===== src/rtl/if_stage.sv =====
// Instruction-fetch stage: PC register, FETCH/HOLD/DISCARD fetch FSM and the IF/ID pipeline register.
// Defining IF_PERF_CNT_EN adds the fetch_count output, which counts valid IF/ID loads.
module if_stage #(
    parameter logic [31:0] RESET_PC  = 32'h0000_0000,
    parameter logic [31:0] NOP_INSTR = 32'h0000_0013
) (
    input  logic        clk,
    input  logic        reset,
    input  logic        pc_select,
    input  logic [31:0] branch_target,
    input  logic        stall,
    output logic [31:0] imem_addr,
    output logic        imem_read,
    input  logic [31:0] imem_rdata,
    input  logic        imem_busywait,
    output logic [31:0] instruction_out,
    output logic [31:0] PC_out,
    output logic        valid_out
`ifdef IF_PERF_CNT_EN
    ,
    output logic [31:0] fetch_count
`endif
);

    typedef enum logic [1:0] {
        FETCH   = 2'd0,
        HOLD    = 2'd1,
        DISCARD = 2'd2
    } state_t;

    state_t      state_q, state_d;
    logic [31:0] pc_q, pc_d;
    logic [31:0] pend_q, pend_d;
    logic [31:0] buf_q, buf_d;
    logic [31:0] instr_q, instr_d;
    logic [31:0] pcout_q, pcout_d;
    logic        valid_q, valid_d;
    logic [31:0] target;

    assign target = branch_target & 32'hFFFF_FFFC;

    always_ff @(posedge clk) begin
        if (reset) begin
            state_q <= FETCH;
            pc_q    <= RESET_PC;
            pend_q  <= 32'h0;
            buf_q   <= 32'h0;
            instr_q <= NOP_INSTR;
            pcout_q <= 32'h0;
            valid_q <= 1'b0;
        end else begin
            state_q <= state_d;
            pc_q    <= pc_d;
            pend_q  <= pend_d;
            buf_q   <= buf_d;
            instr_q <= instr_d;
            pcout_q <= pcout_d;
            valid_q <= valid_d;
        end
    end

    // A redirect always flushes IF/ID, even when downstream is stalled.
    always_comb begin
        state_d = state_q;
        pc_d    = pc_q;
        pend_d  = pend_q;
        buf_d   = buf_q;
        instr_d = instr_q;
        pcout_d = pcout_q;
        valid_d = valid_q;
        case (state_q)
            FETCH: begin
                if (pc_select) begin
                    instr_d = NOP_INSTR;
                    valid_d = 1'b0;
                    if (imem_busywait) begin
                        pend_d  = target;
                        state_d = DISCARD;
                    end else begin
                        pc_d = target;
                    end
                end else if (imem_busywait) begin
                    if (!stall) begin
                        instr_d = NOP_INSTR;
                        valid_d = 1'b0;
                    end
                end else if (stall) begin
                    buf_d   = imem_rdata;
                    state_d = HOLD;
                end else begin
                    instr_d = imem_rdata;
                    pcout_d = pc_q;
                    valid_d = 1'b1;
                    pc_d    = pc_q + 32'd4;
                end
            end
            HOLD: begin
                if (pc_select) begin
                    instr_d = NOP_INSTR;
                    valid_d = 1'b0;
                    pc_d    = target;
                    state_d = FETCH;
                end else if (!stall) begin
                    instr_d = buf_q;
                    pcout_d = pc_q;
                    valid_d = 1'b1;
                    pc_d    = pc_q + 32'd4;
                    state_d = FETCH;
                end
            end
            DISCARD: begin
                // The in-flight word belongs to the abandoned path; keep imem_addr steady until it completes.
                if (pc_select) begin
                    instr_d = NOP_INSTR;
                    valid_d = 1'b0;
                    if (imem_busywait) begin
                        pend_d = target;
                    end else begin
                        pc_d    = target;
                        state_d = FETCH;
                    end
                end else begin
                    if (!stall) begin
                        instr_d = NOP_INSTR;
                        valid_d = 1'b0;
                    end
                    if (!imem_busywait) begin
                        pc_d    = pend_q;
                        state_d = FETCH;
                    end
                end
            end
            default: state_d = FETCH;
        endcase
    end

    assign imem_addr       = pc_q;
    assign imem_read       = (state_q != HOLD);
    assign instruction_out = instr_q;
    assign PC_out          = pcout_q;
    assign valid_out       = valid_q;

`ifdef IF_PERF_CNT_EN
    logic [31:0] cnt_q;
    logic        load_valid;

    assign load_valid = !pc_select && !stall &&
                        ((state_q == FETCH && !imem_busywait) || state_q == HOLD);

    always_ff @(posedge clk) begin
        if (reset) begin
            cnt_q <= 32'h0;
        end else if (load_valid) begin
            cnt_q <= cnt_q + 32'd1;
        end
    end

    assign fetch_count = cnt_q;
`endif

endmodule


===== config.mk =====
export PLATFORM = sky130hd
export DESIGN_NAME = if_stage
export DESIGN_NICKNAME = d
export VERILOG_FILES = /design/src/rtl/if_stage.sv
export SDC_FILE = /design/constraint.sdc
export NUM_CORES = 1
export LEC_CHECK = 0
export ABC_AREA = 1
export BUFFER_PORTS_ARGS = -buffer_cell sky130_fd_sc_hd__buf_2
export CORE_UTILIZATION = 56
export CTS_CLUSTER_SIZE = 25
export DETAILED_ROUTE_END_ITERATION = 10
export PLACE_DENSITY = 0.84
export SYNTH_ARGS = -nofsm -noshare
export SYNTH_HDL_FRONTEND = slang
export SYNTH_SLANG_ARGS = --single-unit

===== constraint.sdc =====
create_clock -name clk -period 2.1 [get_ports clk]
set_input_delay 0.42 -clock clk [delete_from_list [all_inputs] [get_ports clk]]
set_output_delay 0.42 -clock clk [all_outputs]
set_load 0.01 [all_outputs]

# [After elaboration in Yosys (flattened, before gate mapping)]
# Index checks and enable logic that the tools add are counted.
[totals] reg_bits=161 wordCells=69
[classes] n_addsub=1 eq_ne=13 n_mux=36 bitwise_logic=2 n_reduce_logical=10
[ops] op="$mux W32" count=18
[ops] op="$pmux W32 S3" count=2
[ops] op="$pmux W32 S2" count=1
[ops] op="$add A32 B3 Y32 const B" count=1
[ops] op="$ne A3 B3 Y1 const B" count=5
[ops] op="$mux W2" count=7
[ops] op="$reduce_and A3 Y1" count=3
[ops] op="$ne A2 B2 Y1 const B" count=4
[ops] op="$reduce_and A4 Y1" count=2
[ops] op="$mux W1" count=6
[ops] op="$pmux W2 S3" count=1
[ops] op="$reduce_and A5 Y1" count=1
[ops] op="$ne A4 B4 Y1 const B" count=1
[ops] op="$pmux W1 S3" count=1
[ops] op="$reduce_bool A3 Y1" count=1
[ops] op="$eq A2 B1 Y1 const B" count=1
[ops] op="$eq A2 B2 Y1 const B" count=1
[ops] op="$logic_not A2 Y1" count=1
[ops] op="$ne A2 B1 Y1 const B" count=1
[ops] op="$not A1 Y1" count=2
[ops] op="$reduce_bool A2 Y1" count=1
[ops] op="$reduce_or A2 Y1" count=1

# [Logic depth before layout (Yosys ltp)]
[depth] word_depth=5 mapped_depth=14

# [Worst setup path after synthesis]
# Ideal clock, no wire load.
[synth_path] kind="register to register" start="register state_q[0]" end="register instr_q[19] (netlist: instruction_out[19])" setup_time_ns=0.119 arrival_time_ns=1.748 required_ns=1.981 setup_slack_ns=0.233 path_stages_with_launch=10 path_buffers=1 path_cell_list="dfxtp_1 -> inv_1 -> ha_1 -> inv_2 -> nor2_1 -> nand2_1 -> clkbuf_1 -> o21ai_0 -> a211oi_1 -> nor2_1"
[synth_via] elab_chain_len=3 elab_cells_between_ends=8
[synth_lines] element="start, declared" line_no="31" source="state_t state_q, state_d;"
[synth_lines] element="start signal, assigned" line_no="52" source="state_q <= state_d;"
[synth_lines] element="$eq A2 B1 Y1, or another cell as far along" line_no="71" source="case (state_q)"
[synth_lines] element="$ne A3 B3 Y1 (no line), or another cell as far along"
[synth_lines] element="$reduce_and A3 Y1 (no line)"
[synth_lines] element="end signal, assigned" line_no="56" source="instr_q <= instr_d;"
[synth_lines] element="end, declared" line_no="35" source="logic [31:0] instr_q, instr_d;"
# Several ways; a longest one is shown, not always the timed one.
# A chain may end at the register's enable or synchronous reset.

# [Final worst setup path]
[layout_path] start="register state_q[0]" end="register instr_q[8] (netlist: instruction_out[8])"
# Same word-level chain as after synthesis.

==> metrics.cfg <==
[sta]
timing_max_transition_violations_final = 0
max_freq_ghz = 0.4951
worst_clock_skew_ns = 0.005824
fin_crit_sh = 0.9618
final.min_clock_period_ns = 2.020
timing.slew.headroom = 0.6541
finalSetupViolations = 0
timing_worst_slew_pin_value_ns = 0.5189
hold_viol_final = 0
hold-worst-slack_ns = 0.2181
rsz_0062_raised_after_global_routing = false
fin_tns_setup_ns = 0

[critical_path]
end_kind = register
startpoint_type = register
regToRegSetupSlack_ns = 0.08
critical_path_required_ns = 2.41
worst-setup-path-type = reg -> reg
cp_max_fo = 29
critical_path_arrival_ns = 2.33
worst_r2r_path_depth = 9

[pwr]
p_int_w = 0.007435
netSwitchingFraction = 0.4141
p_leak_nw = 4.882
share_seq_of_total_power = 0.339
cellPowerDensity_nw_per_um2 = 1173
clkPwrFrac = 0.242
ir_worst_vdd_v = 0.0007427
power.switching_w = 0.005254
combinationalPowerShare = 0.419

[cts]
tritoncts = built
cts_max_level = 4
clkLatencyLatePin_ns = 0.44
root_buffer_master = clkbuf_16
cts_made_buffers = 17
clkSinkCount = 161
cts.reportedPaths.clkPinSlew_ns = 0.07
max-clock-path-buffers = 2

[synthesis]
postSynthRegisterBits = 161
number_of_synthesized_flops_with_an_enable_pin = 0
synthFlopType = dfxtp_1
syn_nets = 1464
synth_seq_area_share = 0.3590
post_synth_inst_count = 1390
async_flop_share = 0
post_synth_instance_area_sq_um = 8979
post_synth.cell_area_avg_sq_um = 6.459
cell_variety_after_synth = 42
yosys_warnings = 0

[routing]
initial_detailed_routing_violation_count = 956
route.final.wire_length_um = 27920
avgRoutedWirePerCell_um = 15.91
post-route-drc-count = 0
routed-via-count = 10347
post_drt_via_cell_ratio = 5.896
drt_pass1_iterations = 7
route.antenna.remaining_nets = 0

[global_routing]
grt_overflow = 0
grt_pass1_wl_um = 44970
maximum_number_of_pins_on_one_net_before_global_route_repair = 66
via_count_of_the_first_global_routing_pass = 9573
antenna_violations_before_repair = 0
groute.usage.overall = 0.3412

[layout]
ff_latch_area_sq_um = 3223
antenna_cells_inserted = 0
fillCellCount = 1349
multi_input_comb_area_sq_um = 4918
finalInstanceArea_sq_um = 10810
instances_no_fill = 1755
area_growth_syn_to_layout_pct = 20.44
drive_above_1_share = 0.1872
num-nets-final = 1605
finish.utilization = 0.7010

[placement]
dpl.hpwl_um = 18590
dp.cells = 1723
place.gp.congestion = 0.9366
buffer_ports.inserted = 164
placed_area_sq_um = 10230

[status]
status = finished clean

[floorplan]
core_area_sq_um = 15430
die_area_sq_um = 16540
initial_utilization = 0.5820
chipWidth_um = 128.6
rows = 45
die_h_um = 128.6
design.portCount = 167

[hold_path]
whs_path_depth = 3
min-delay-path-class = in -> reg

[run]
drv_cap = 0

## through the flow
step / worst slack [ns] / total power, W
floorplan: 0.2327 / 0.007557
global placement: 0.1659 / 0.009365
detailed placement: 0.09137 / 0.009511
CTS: 0.01186 / 0.01259
global route: 0.01068 / 0.01353
finish: 0.08023 / 0.01269
## Yosys cell counts, types with 3 or more instances
| cell type | number | area [sq um] |
|---|---|---|
| nand2_2 | 4 | 25.02 |
| o21ai_1 | 15 | 75.07 |
| ha_1 | 5 | 62.56 |
| nor3_1 | 10 | 50.05 |
| nand3_1 | 35 | 175.2 |
| nor2_2 | 9 | 56.30 |
| nor2_1 | 179 | 671.9 |
| o211ai_1 | 29 | 217.7 |
| o21ai_0 | 195 | 975.9 |
| a2111oi_0 | 7 | 61.31 |
| inv_2 | 7 | 26.28 |
| a22oi_1 | 5 | 37.54 |
| buf_2 | 28 | 140.1 |
| nand4_1 | 5 | 31.28 |
| clkbuf_1 | 60 | 225.2 |
| a21oi_2 | 3 | 26.28 |
| nand3_2 | 3 | 30.03 |
| buf_4 | 5 | 37.54 |
| a21oi_1 | 174 | 870.8 |
| a31oi_1 | 23 | 143.9 |
| inv_1 | 108 | 405.4 |
| dfxtp_1 | 161 | 3223 |
| nand2_1 | 270 | 1013 |
| a211oi_1 | 7 | 52.55 |
| o22ai_1 | 19 | 118.9 |
## path summary, 6_finish.rpt
check / startpoint / end
hold reg to reg: pend_q[5] / pend_q[5]
setup reg to reg: state_q[0] / instruction_out[8]
hold / removal: imem_rdata[25] / buf_q[25]
setup / recovery: state_q[0] / instruction_out[8]
## registers in the layout, indices dropped and copies added (netlist names)
register	count
buf_q	32
state_q	2
imem_addr	32
pend_q	30
PC_out	32
valid_out	1
instruction_out	32
## cells by family after synthesis
group,share of synthesized area
AOI/OAI and AO/OA,0.2963
xor gates and xnor gates,0.001951
adders and majority gates,0.006968
buffers and inverters,0.09490
DFF,0.3590
and+or+nand+nor,0.2409
## routing by layer
metal  global-route usage  vias up  part of all wire
met3               0.1106       90              0.12
met1               0.4097     4700              0.39
met4               0.1516        0             0.031
met5                    0        -                 0
met2               0.5574      601              0.47
li1                     -     4956                 -
## power groups by stage
| stage | Combinational [W] | Clock [W] | Sequential [W] |
|---|---|---|---|
| floorplan | 0.00306 | 0 | 0.00450 |
| global placement | 0.00505 | 0 | 0.00432 |
| detailed placement | 0.00518 | 0 | 0.00433 |
| CTS | 0.00522 | 0.00309 | 0.00428 |
| global route | 0.00590 | 0.00325 | 0.00438 |
| finish | 0.00532 | 0.00307 | 0.00430 |
## placed cells by master, fill, tap and decap left out, types with 3 or more instances in the layout
cell type / count
nand3_1: 35
nand3_2: 3
buf_12: 13
clkinv_2: 3
clkinv_4: 3
nor3_1: 10
nor2_1: 177
clkbuf_16: 17
o22ai_1: 19
nand4_1: 5
a21oi_1: 174
nand2_2: 4
buf_4: 40
a31oi_1: 23
inv_1: 106
dfxtp_1: 161
a21oi_2: 3
o21ai_0: 195
buf_2: 164
inv_2: 9
clkinvlp_4: 3
inv_6: 3
ha_1: 5
a22oi_1: 5
nor2_2: 11
a2111oi_1: 3
a211oi_1: 7
o21ai_1: 15
nand2_1: 270
o211ai_1: 29
a2111oi_0: 4
## area by class of cell
class,instances,share of cell area
multi-input combinational,1017,0.4548
sequential,161,0.2980
timing repair buffer,218,0.1288
clock buffer,19,0.04188
inverter,116,0.04038
tap,211,0.02441
clock inverter,13,0.01169
## what timing repair did
item | CTS | global route
gates resized for setup | 1 | 4
endpoints found under the setup margin | 1 | 8
pin swaps | 0 | 0
hold buffers | 0 | 0
buffers inserted | 0 | 0
## worst max-delay path, stage by stage (launching register included)
cell and delay [ns]:
dfxtp_1 0.36, inv_1 0.09, ha_1 0.36, inv_2 0.10
nor2_1 0.06, inv_1 0.14, nor2_2 0.08, buf_12 0.17
a2111oi_0 0.46, nor2_1 0.08
Note: power is estimated with default switching activity, not from simulation.
